## src/rtl/deadtime_gen.sv

```systemverilog
// Three-phase complementary gate driver with programmable dead time and fault lockout.
module deadtime_gen #(
  parameter int unsigned CNT_WIDTH = 8
) (
  input  logic                 clk,
  input  logic                 rstb,
  input  logic                 pwmA,
  input  logic                 pwmB,
  input  logic                 pwmC,
  input  logic                 halt,
  input  logic [CNT_WIDTH-1:0] dead_time,
  input  logic                 fault,
  input  logic                 fault_clr,
  output logic                 hA,
  output logic                 lA,
  output logic                 hB,
  output logic                 lB,
  output logic                 hC,
  output logic                 lC,
  output logic                 fault_latched,
  output logic [CNT_WIDTH-1:0] dt_active
);

  localparam int unsigned NUM_PHASES = 3;

  typedef enum logic [2:0] {
    ST_SAFE    = 3'd0,
    ST_LOW_ON  = 3'd1,
    ST_DEAD_H  = 3'd2,
    ST_HIGH_ON = 3'd3,
    ST_DEAD_L  = 3'd4
  } phase_state_t;

  logic [NUM_PHASES-1:0] w_pwm_in;
  logic [NUM_PHASES-1:0] r_pwm;
  logic                  r_fault_latched;
  logic [CNT_WIDTH-1:0]  r_dt_active;
  logic [CNT_WIDTH-1:0]  w_dt_eff;
  logic [CNT_WIDTH-1:0]  w_dt_load;
  logic                  w_force_safe;

  assign w_pwm_in     = {pwmC, pwmB, pwmA};
  // A zero request still yields one dead cycle.
  assign w_dt_eff     = (r_dt_active == '0) ? CNT_WIDTH'(1) : r_dt_active;
  assign w_dt_load    = w_dt_eff - CNT_WIDTH'(1);
  assign w_force_safe = fault | r_fault_latched;

  // Register raw PWM commands; the FSMs act on the registered copy.
  always_ff @(posedge clk or negedge rstb) begin
    if (!rstb) r_pwm <= '0;
    else       r_pwm <= w_pwm_in;
  end

  // Fault latch: fault sets and wins over a simultaneous acknowledge.
  always_ff @(posedge clk or negedge rstb) begin
    if (!rstb)          r_fault_latched <= 1'b0;
    else if (fault)     r_fault_latched <= 1'b1;
    else if (fault_clr) r_fault_latched <= 1'b0;
  end

  // Dead-time value only changes at a carrier boundary or while locked out.
  always_ff @(posedge clk or negedge rstb) begin
    if (!rstb)                         r_dt_active <= '1;
    else if (halt || r_fault_latched) r_dt_active <= dead_time;
  end

  for (genvar p = 0; p < NUM_PHASES; p++) begin : g_phase
    phase_state_t         r_state;
    phase_state_t         w_state_nxt;
    logic [CNT_WIDTH-1:0] r_cnt;
    logic [CNT_WIDTH-1:0] w_cnt_nxt;
    logic                 r_h;
    logic                 r_l;

    // Per-phase next-state and dead-time counter.
    always_comb begin
      w_state_nxt = r_state;
      w_cnt_nxt   = r_cnt;
      if (w_force_safe) begin
        w_state_nxt = ST_SAFE;
        w_cnt_nxt   = '0;
      end else begin
        case (r_state)
          ST_SAFE: w_state_nxt = ST_LOW_ON;
          ST_LOW_ON: begin
            if (r_pwm[p]) begin
              w_state_nxt = ST_DEAD_H;
              w_cnt_nxt   = w_dt_load;
            end
          end
          ST_DEAD_H: begin
            if (!r_pwm[p])          w_state_nxt = ST_LOW_ON;
            else if (r_cnt == '0)   w_state_nxt = ST_HIGH_ON;
            else                    w_cnt_nxt   = r_cnt - CNT_WIDTH'(1);
          end
          ST_HIGH_ON: begin
            if (!r_pwm[p]) begin
              w_state_nxt = ST_DEAD_L;
              w_cnt_nxt   = w_dt_load;
            end
          end
          ST_DEAD_L: begin
            if (r_pwm[p])           w_state_nxt = ST_HIGH_ON;
            else if (r_cnt == '0)   w_state_nxt = ST_LOW_ON;
            else                    w_cnt_nxt   = r_cnt - CNT_WIDTH'(1);
          end
          default: begin
            w_state_nxt = ST_SAFE;
            w_cnt_nxt   = '0;
          end
        endcase
      end
    end

    // State, counter and gate drives; drives are decoded from the next state into flops.
    always_ff @(posedge clk or negedge rstb) begin
      if (!rstb) begin
        r_state <= ST_SAFE;
        r_cnt   <= '0;
        r_h     <= 1'b0;
        r_l     <= 1'b0;
      end else begin
        r_state <= w_state_nxt;
        r_cnt   <= w_cnt_nxt;
        r_h     <= (w_state_nxt == ST_HIGH_ON);
        r_l     <= (w_state_nxt == ST_LOW_ON);
      end
    end
  end

  assign hA            = g_phase[0].r_h;
  assign lA            = g_phase[0].r_l;
  assign hB            = g_phase[1].r_h;
  assign lB            = g_phase[1].r_l;
  assign hC            = g_phase[2].r_h;
  assign lC            = g_phase[2].r_l;
  assign fault_latched = r_fault_latched;
  assign dt_active     = r_dt_active;

endmodule

```

## config.mk

```make
export PLATFORM = sky130hd
export DESIGN_NAME = deadtime_gen
export DESIGN_NICKNAME = d
export VERILOG_FILES = /design/src/rtl/deadtime_gen.sv
export SDC_FILE = /design/constraint.sdc
export NUM_CORES = 1
export LEC_CHECK = 0
export CORE_ASPECT_RATIO = 1.75
export CORE_UTILIZATION = 45
export CTS_CLUSTER_SIZE = 20
export DETAILED_ROUTE_END_ITERATION = 8
export PLACE_DENSITY_LB_ADDON = 0.25
export REMOVE_ABC_BUFFERS = 1
export SLEW_MARGIN = 20
export SYNTH_ARGS = -nofsm -noshare
export SYNTH_HDL_FRONTEND = slang
export SYNTH_SLANG_ARGS = --single-unit
```

## constraint.sdc

```tcl
create_clock -name clk -period 5.3 [get_ports clk]
set_input_delay 1.06 -clock clk [delete_from_list [all_inputs] [get_ports clk]]
set_output_delay 1.06 -clock clk [all_outputs]
set_load 0.01 [all_outputs]
```

After elaboration in Yosys (flattened, before gate mapping)
Index checks and enable logic that the tools add are counted.

Muxes and demuxes: 48. Eq/ne operators: 33. Reduce and logical (&&, ||, !) cells: 12. $add $sub $neg: 4. Bitwise operators: 1.

Operators by type and width (count): $mux 8 (19); $pmux 8 s5 (3); $mux 3 (21); $pmux 3 s5 (3); $ne 3x3->1 const B (12); $logic_not 8->1 (4); $sub 8x1->8 const B (4); $eq 3x2->1 const B (9); $eq 3x1->1 const B (6); $reduce_and 5->1 (3); $eq 3x3->1 const B (3); $logic_not 3->1 (3); $ne 2x2->1 const B (3); $mux 1 (2); $reduce_bool 2->1 (1); $logic_or 1x1->1 (1); $or 1x1->1 (1).

Input bits: 16. Flip-flop bits (word level): 51. Output and inout port bits: 15. Word-level logic and storage cells: 113.

Depth between registers and ports, before layout
Gate-level depths: netlist of run 1.

Word-level depth: 6. Gate-level depth with buffers: 8. Depth with buffers taken out: 8.

Worst setup path before layout of run 1
No wires, ideal clock.

Path type: input-to-reg. Start point: in fault. End point: reg g_phase[0].r_cnt[0]. Arrival: 2.179 ns. Stages on the path: 4. Data required time: 5.217 ns. Path buffers: 1. Path slack: 3.038 ns. Setup time: 0.083 ns. Path through: or2_0 clkbuf_1 or4_1 o21ai_0.

Longest elaborated chain between the ends: 3. Elaborated cells between the ends (all ways): 8. Classes of those cells: eq/ne: 5; mux: 1; bitwise: 1; reduce/logical: 1.

RTL lines: start: declaration (line 12) `input logic fault,`; $or 1x1->1 * (line 46) `assign w_force_safe = fault | r_fault_latched;`; $ne 3x3->1 (no source line) / $ne 2x2->1 (equally long branches); $reduce_and 5->1 (no source line); end signal: assignment (line 124) `r_cnt <= w_cnt_nxt;`; end: declaration (line 70) `logic [CNT_WIDTH-1:0] r_cnt;`.

Mark *: on every way between the ends. The rest lies on a longest branch, timed or not. A chain may end at the register's enable or synchronous reset.

Final worst setup path of run 1
Start point: in fault. End point: reg g_phase[0].r_cnt[6].

The elaborated chain is that of the path after synthesis.

==> summary.txt, run 1 <==
Global route
  – Total GRT Usage: 0.2135
  – Largest net degree at the start of global routing: 52
  – First-pass GRT wire length: 11140 um
  – Vias in the first global route: 2390
  – Antenna violations before repair: 0
  – Remaining global-route overflow: 0

Pwr
  – PD cells: between 200 and 250 nW/um^2
  – Peak VDD IR: roughly 0.00017 V
  – Leakage: 1.410 nW

Outcome
  – Outcome: complete, no violations

Cells and area
  – Layout area overhead: 16.47%
  – Fin area: 3344 sq um
  – Filler cells: ~580
  – Final core utilization: 0.5411
  – Final #Nets: between 300 and 400
  – Ant. Diodes: 0
  – Finished Layout Cells: 415
  – Ratio of cells with drive above 1 in the final layout: 0.1075

Setup path
  – CP Class: input port to flip-flop
  – Setup crit end kind: flip-flop
  – Crit Path Max Fanout: 18
  – Worst setup SP type: input port
  – Arrival @ worst endpoint: 2.82 ns
  – WP data required: between 5 and 6 ns

STA
  – RSZ-0062 raised after global routing: no
  – Slew margin rel.: 0.5345
  – Final-report hold violation count: 0
  – Setup TNS Final: 0 ns
  – Final Max Tran Viols: 0
  – Worst-Margin Slew: 0.6909 ns
  – WHS: 0.5408 ns
  – Final worst-path cycle share: 0.4903
  – Minimum clock period: 2.599 ns
  – Fmax: 0.3848 GHz
  – # setup viols final: 0
  – Worst clock skew: 0.01401 ns

Placement
  – Placed cell count: 407
  – Area after DPL: ~3200 sq um
  – DP HPWL: approximately 4800 um
  – I/O Buffers: 30
  – GPL Wtd Cong: about 0.86

Clock tree
  – Post-CTS setup repair buffer count: 0
  – Post-CTS Hold Fix Bufs: 0
  – Post-CTS resize count: 0
  – TritonCTS clock tree: built
  – H-tree depth: 2
  – CTS max path bufs: 2
  – Clock root buffer: clkbuf_8
  – Total CTS buffers: 5
  – CTS sink cnt: 51
  – Worst-path clk slew: 0.09 ns
  – Clk_lat worst skew: 0.31 ns

Flow run
  – Max-capacitance violation count: 0

Floorplanning
  – Chip height: approximately 110 um
  – Chip Width: 62.39 um
  – Initial core utilization: 0.4646
  – Core Region: about 6000 sq um
  – IO Count: 31
  – Area of the die: about 6700 sq um
  – Row count: 38

Logic synthesis
  – Sequential-to-total area share from yosys stat: 0.4479
  – Avg Inst Size Synth: 9.415 sq um
  – Top FF cell, synth: dfrtp_1
  – Cells after Synth: 305
  – EDFF count, synth: 0
  – YS warnings: 0
  – Synth Register Bits: between 50 and 60
  – Yosys cell types: 55
  – Mapped cell area: 2872 sq um
  – Async set or reset register ratio after synthesis: 1.000

Worst hold path
  – Hold WC Path Type: flip-flop to flip-flop

Route
  – Post-route ant nets: 0
  – Via/cell ratio: around 6.0
  – Drt wl/cell: 16.41 um
  – DRC errors left: 0
  – DRT Pass-1 Iters: 4
  – WL final: between 6000 and 7000 um
  – Starting DRT DRC Count: 166
  – Vias: approximately 2500
[critical path, stage by stage]
cell	delay, ns
clkdlybuf4s50_1	0.43
or2_0	0.21
buf_4	0.21
or4_1	0.68
o21ai_0	0.23
[layer usage]
metal / vias to the layer above / global-route usage / routed length [um]
met5: - / 0 / 0
met2: 61 / 0.3736 / 3573
met1: 1226 / 0.2481 / 2731
li1: 1182 / - / -
met4: 0 / 0.1279 / 295
met3: 20 / 0.02542 / 208
[power breakdown]
group          switching [mW]  internal [mW]
logic                  0.0578         0.0485
clock network           0.129          0.142
registers              0.0161          0.403
total                   0.203          0.593
[logic make-up after synthesis]
| kind of cell | Yosys count | synth area share |
|---|---|---|
| multiplexers | 8 | 0.03137 |
| flip-flops | 51 | 0.4479 |
| adder cells (fa/ha/maj) | 4 | 0.01743 |
| buffers and inverters | 24 | 0.03486 |
| AND/OR/NAND/NOR | 118 | 0.2261 |
| XOR/XNOR | 11 | 0.03355 |
| AO/OA/AOI/OAI | 89 | 0.2087 |
[stage by stage]
step / setup slack [ns] / power, mW
2_1_floorplan: 2.907 / 0.4776
3_3_place_gp: 2.445 / 0.5320
3_5_place_dp: 2.381 / 0.5336
4_1_cts: 2.695 / 0.8025
5_1_grt: 2.642 / 0.8274
6_report: 2.701 / 0.7966
[synthesized netlist by cell type, types with 3 or more instances]
cell,n,area share
xor2_1,6,0.018
a21oi_1,14,0.024
a31oi_1,3,0.0065
dfstp_2,8,0.073
a211oi_1,5,0.013
dfrtp_1,43,0.37
nor3_1,13,0.023
o21ai_0,14,0.024
a22oi_1,3,0.0078
nand2_1,26,0.034
nor2b_1,6,0.013
nand2b_1,4,0.0087
a21o_1,3,0.0078
ha_1,4,0.017
inv_1,13,0.017
xnor2_1,5,0.015
o22ai_1,10,0.022
nor2_1,34,0.044
a32oi_1,5,0.015
nand3b_1,8,0.021
o21ai_1,8,0.014
and3_1,5,0.011
clkbuf_1,7,0.0092
nor3b_1,3,0.0078
or4_4,3,0.012
o211ai_1,5,0.013
mux2_2,8,0.031
nor4_1,4,0.0087
[worst paths after layout]
kind | startpoint | end | slack, ns | depth (start not counted)
min | g_phase[0].r_cnt[1] | g_phase[0].r_cnt[1] | 0.54 | 2
max reg2reg | dt_active[2] | g_phase[0].r_cnt[4] | 2.80 | 7
max | fault | g_phase[0].r_cnt[6] | 2.70 | 5
min reg2reg | g_phase[0].r_cnt[1] | g_phase[0].r_cnt[1] | 0.54 | 2
max in group asynchronous | rstb | g_phase[0].r_state[1] | 4.01 | 2
min in group asynchronous | rstb | r_pwm[1] | 0.84 | 2
[registers in the layout (all words and copies together), names as in the netlist]
name             cells
fault_latched        1
dt_active            8
lB                   1
lA                   1
hA                   1
hC                   1
lC                   1
g_phase.r_cnt       24
hB                   1
r_pwm                3
g_phase.r_state      9
[area by class of cell]
cell class,count,area (sq um),share of cell area
tap,80,100.1,0.02993
timing repair buffer,33,317.8,0.09502
sequential,51,1286,0.3846
inverter,13,48.80,0.01459
multi-input combinational,230,1485,0.4441
clock buffer,7,76.32,0.02282
clock inverter,1,30.03,0.008979
[placed cells by master, fill, tap and decap left out, types with 3 or more instances in the layout]
cell type         n
dfrtp_1          43
nor2_1           34
clkdlybuf4s50_1  29
nand2_1          26
o21ai_0          14
a21oi_1          14
inv_1            13
nor3_1           13
o22ai_1          10
nand3b_1          8
mux2_2            8
o21ai_1           8
dfstp_2           8
xor2_1            6
nor2b_1           6
a211oi_1          5
xnor2_1           5
and3_1            5
o211ai_1          5
a32oi_1           5
clkbuf_8          5
nand2b_1          4
nor4_1            4
ha_1              4
or4_4             3
a31oi_1           3
a21o_1            3
nor3b_1           3
a22oi_1           3
buf_4             3
(Power assumes the default switching activity.)
==> inputs of run 2 (changes only) <==
clock period = 2.15 ns   (was 5.3 ns; I/O delays follow)
==> run 2 against run 1 <==
Against the previous run: design area is 5.6% higher; first-iteration DRC count is 24% lower; cell count is 3.9% higher; die area stayed put; flip-flop and latch count stayed put; clock-buffer cell count is 1 lower; utilization is 3.1 points higher; hold slack worse by 0.45 ns; sequential power is 140% higher; via count is 1.6% higher; combinational power grew to 3.0 times the previous value.
==> summary.txt, run 2 (synthesis gave the netlist of run 1 again) <==
Outcome
  – Outcome: complete, no violations

STA
  – Final-report hold violation count: 0 (unchanged)
  – Slew margin rel.: 0.6710 (+0.1365)
  – Worst clock skew: 0.01004 ns (-0.003966 ns)
  – Setup TNS Final: 0 ns (unchanged)
  – Fmax: 0.5028 GHz
  – Final Max Tran Viols: 0 (unchanged)
  – Worst-Margin Slew: 0.4924 ns (-0.1985 ns)
  – Minimum clock period: 1.989 ns
  – RSZ-0062 raised after global routing: no
  – Worst Setup Slack, final: 0.1613 ns (-2.540 ns)
  – Final worst-path cycle share: 0.9250
  – # setup viols final: 0 (unchanged)

Route
  – WL final: 7004 um (+2.9%)
  – Starting DRT DRC Count: 126 (-24%)
  – DRC errors left: 0 (unchanged)
  – Post-route ant nets: 0 (unchanged)
  – Drt wl/cell: 16.25 um (-0.95%)
  – Vias: 2530 (+1.6%)
  – Via/cell ratio: 5.870 (-2.1%)
  – DRT Pass-1 Iters: 4 (unchanged)

Cells and area
  – Area occupied by registers: 1286 sq um (unchanged)
  – Commonest non-fill, non-tap cell in the layout: dfrtp_1
  – Max reg flops: 24 (unchanged)
  – Biggest register: g_phase.r_cnt
  – Layout area overhead: 23.05%
  – Fin area: 3533 sq um (+5.6%)
  – Filler cells: 587 (+0.69%)
  – Commonest cells after routing, fill and taps aside: dfrtp_1, nor2_1, clkdlybuf4s50_1
  – Area of the multi-input gates: 1518 sq um (+2.2%)
  – Ratio of cells with drive above 1 in the final layout: 0.1709 (+0.06348)
  – Final #Nets: 370 (+4.5%)
  – Ant. Diodes: 0 (unchanged)

Pwr
  – Peak VDD IR: 0.0004082 V (+150%)
  – Sequential power share: 0.501 (-0.026)
  – Clk pwr share: 0.345 (+0.005)
  – Cell-internal power: 1.524 mW (+160%)
  – Leakage: 1.509 nW (+7.1%)
  – Psw: 521.8 uW (+160%)
  – PD cells: 579.0 nW/um^2 (+140%)
  – Fraction of power spent switching nets: 0.2551 (about the same)
  – Comb power frac: 0.154 (+0.021)

Floorplanning
  – Row count: 38 (unchanged)
  – Chip Width: 62.39 um (unchanged)
  – Area of the die: 6717 sq um (unchanged)
  – Initial core utilization: 0.4646 (unchanged)
  – IO Count: 31 (unchanged)
  – Core Region: 6181 sq um (unchanged)
  – Chip height: 107.7 um (unchanged)

Setup path
  – Setup crit end kind: flip-flop
  – Arrival @ worst endpoint: 2.22 ns (-0.60 ns)
  – WP data required: 2.38 ns (-3.14 ns)
  – Worst setup SP type: flip-flop
  – CP Class: flip-flop to flip-flop
  – Crit Path Max Fanout: 11 (-7)

Worst hold path
  – Hold WC Path Type: input port to asynchronous set/reset pin

Global route
  – First-pass GRT wire length: 12100 um (+8.6%)
  – Antenna violations before repair: 0 (unchanged)
  – Remaining global-route overflow: 0 (unchanged)
  – Largest net degree at the start of global routing: 52 (unchanged)
  – Total GRT Usage: 0.2308 (+0.01729)
  – Vias in the first global route: 2544 (+6.4%)

Placement
  – Area after DPL: 3383 sq um (+4.5%)
  – Pre-CTS setup slack: 0.03998 ns (-2.341 ns)
  – DP HPWL: 5138 um (+7.4%)
  – GPL Wtd Cong: 0.8954 (+3.8%)
  – I/O Buffers: 30 (unchanged)

Clock tree
  – TritonCTS clock tree: built
  – Post-CTS Hold Fix Bufs: 0 (unchanged)
  – CTS max path bufs: 2 (unchanged)
  – Worst-path clk slew: 0.10 ns (about the same)
  – Total CTS buffers: 5 (unchanged)
  – Post-CTS resize count: 0 (unchanged)
  – H-tree depth: 2 (unchanged)
  – CTS sink cnt: 51 (unchanged)
  – Clk_lat worst skew: 0.31 ns (about the same)
  – Clock root buffer: clkbuf_8
  – Post-CTS setup repair buffer count: 0 (unchanged)

Flow run
  – Max-capacitance violation count: 0 (unchanged)
[run 2: changes by cell type in the layout (fill, tap and decap cells not counted), sizes merged]
cell    before  now
clkbuf       7    6
clkinv       0    1
buf          4   20
[run 2: layout make-up]
type                            instances  area share
Tap cell                               80     0.02833
Multi-Input combinational cell        230      0.4295
Inverter                               13     0.01381
Clock inverter                          2    0.009915
Clock buffer                            6     0.02337
Timing Repair Buffer                   49      0.1310
Sequential cell                        51      0.3640
[run 2: metrics by stage]
| step | std cells | hold slack (ns) | power (mW) | utilization |
|---|---|---|---|---|
| after floorplan | 294 | 0.1344 | 1.177 | - |
| after global placement | 423 | 0.4401 | 1.352 | 0.5474 |
| after detailed placement | 423 | 0.4441 | 1.354 | 0.5474 |
| after CTS | 431 | 0.09889 | 2.059 | 0.5664 |
| after global routing | 431 | 0.1107 | 2.120 | 0.5717 |
| final | 431 | 0.08747 | 2.046 | 0.5717 |
[run 2: worst paths after layout]
check	startpoint	to	slack [ns]	depth (start not counted)
max	g_phase[0].r_cnt[1]	g_phase[0].r_cnt[6]	0.16	8
max in group asynchronous	rstb	dt_active[1]	1.76	2
min	rstb	r_pwm[1]	0.09	2
min reg2reg	g_phase[0].r_cnt[1]	g_phase[0].r_cnt[1]	0.53	2
min in group clk	g_phase[0].r_cnt[1]	g_phase[0].r_cnt[1]	0.53	2
max reg2reg	g_phase[0].r_cnt[1]	g_phase[0].r_cnt[6]	0.16	8
[run 2: power by group through the flow]
stage	registers, mW	clock network, mW	logic, mW
5_1_grt	1.03	0.748	0.341
3_5_place_dp	1.04	0	0.311
4_1_cts	1.02	0.722	0.312
3_3_place_gp	1.04	0	0.309
6_report	1.02	0.706	0.315
2_1_floorplan	1.05	0	0.126
[run 2: worst max-delay path, cell delays in order, from the launching register on]
cell	delay, ns
dfrtp_1	0.41
inv_1	0.09
ha_2	0.20
or3b_4	0.42
nor4b_4	0.26
o311a_1	0.25
buf_12	0.14
o21ai_1	0.06
o21ai_0	0.07
[run 2: per-layer routing]
layer,track usage,wire length (um),vias to the layer above
met5,0,0,-
met4,0.1179,235,0
met3,0.02648,214,19
met2,0.4372,3939,67
met1,0.2481,2615,1230
li1,-,-,1214
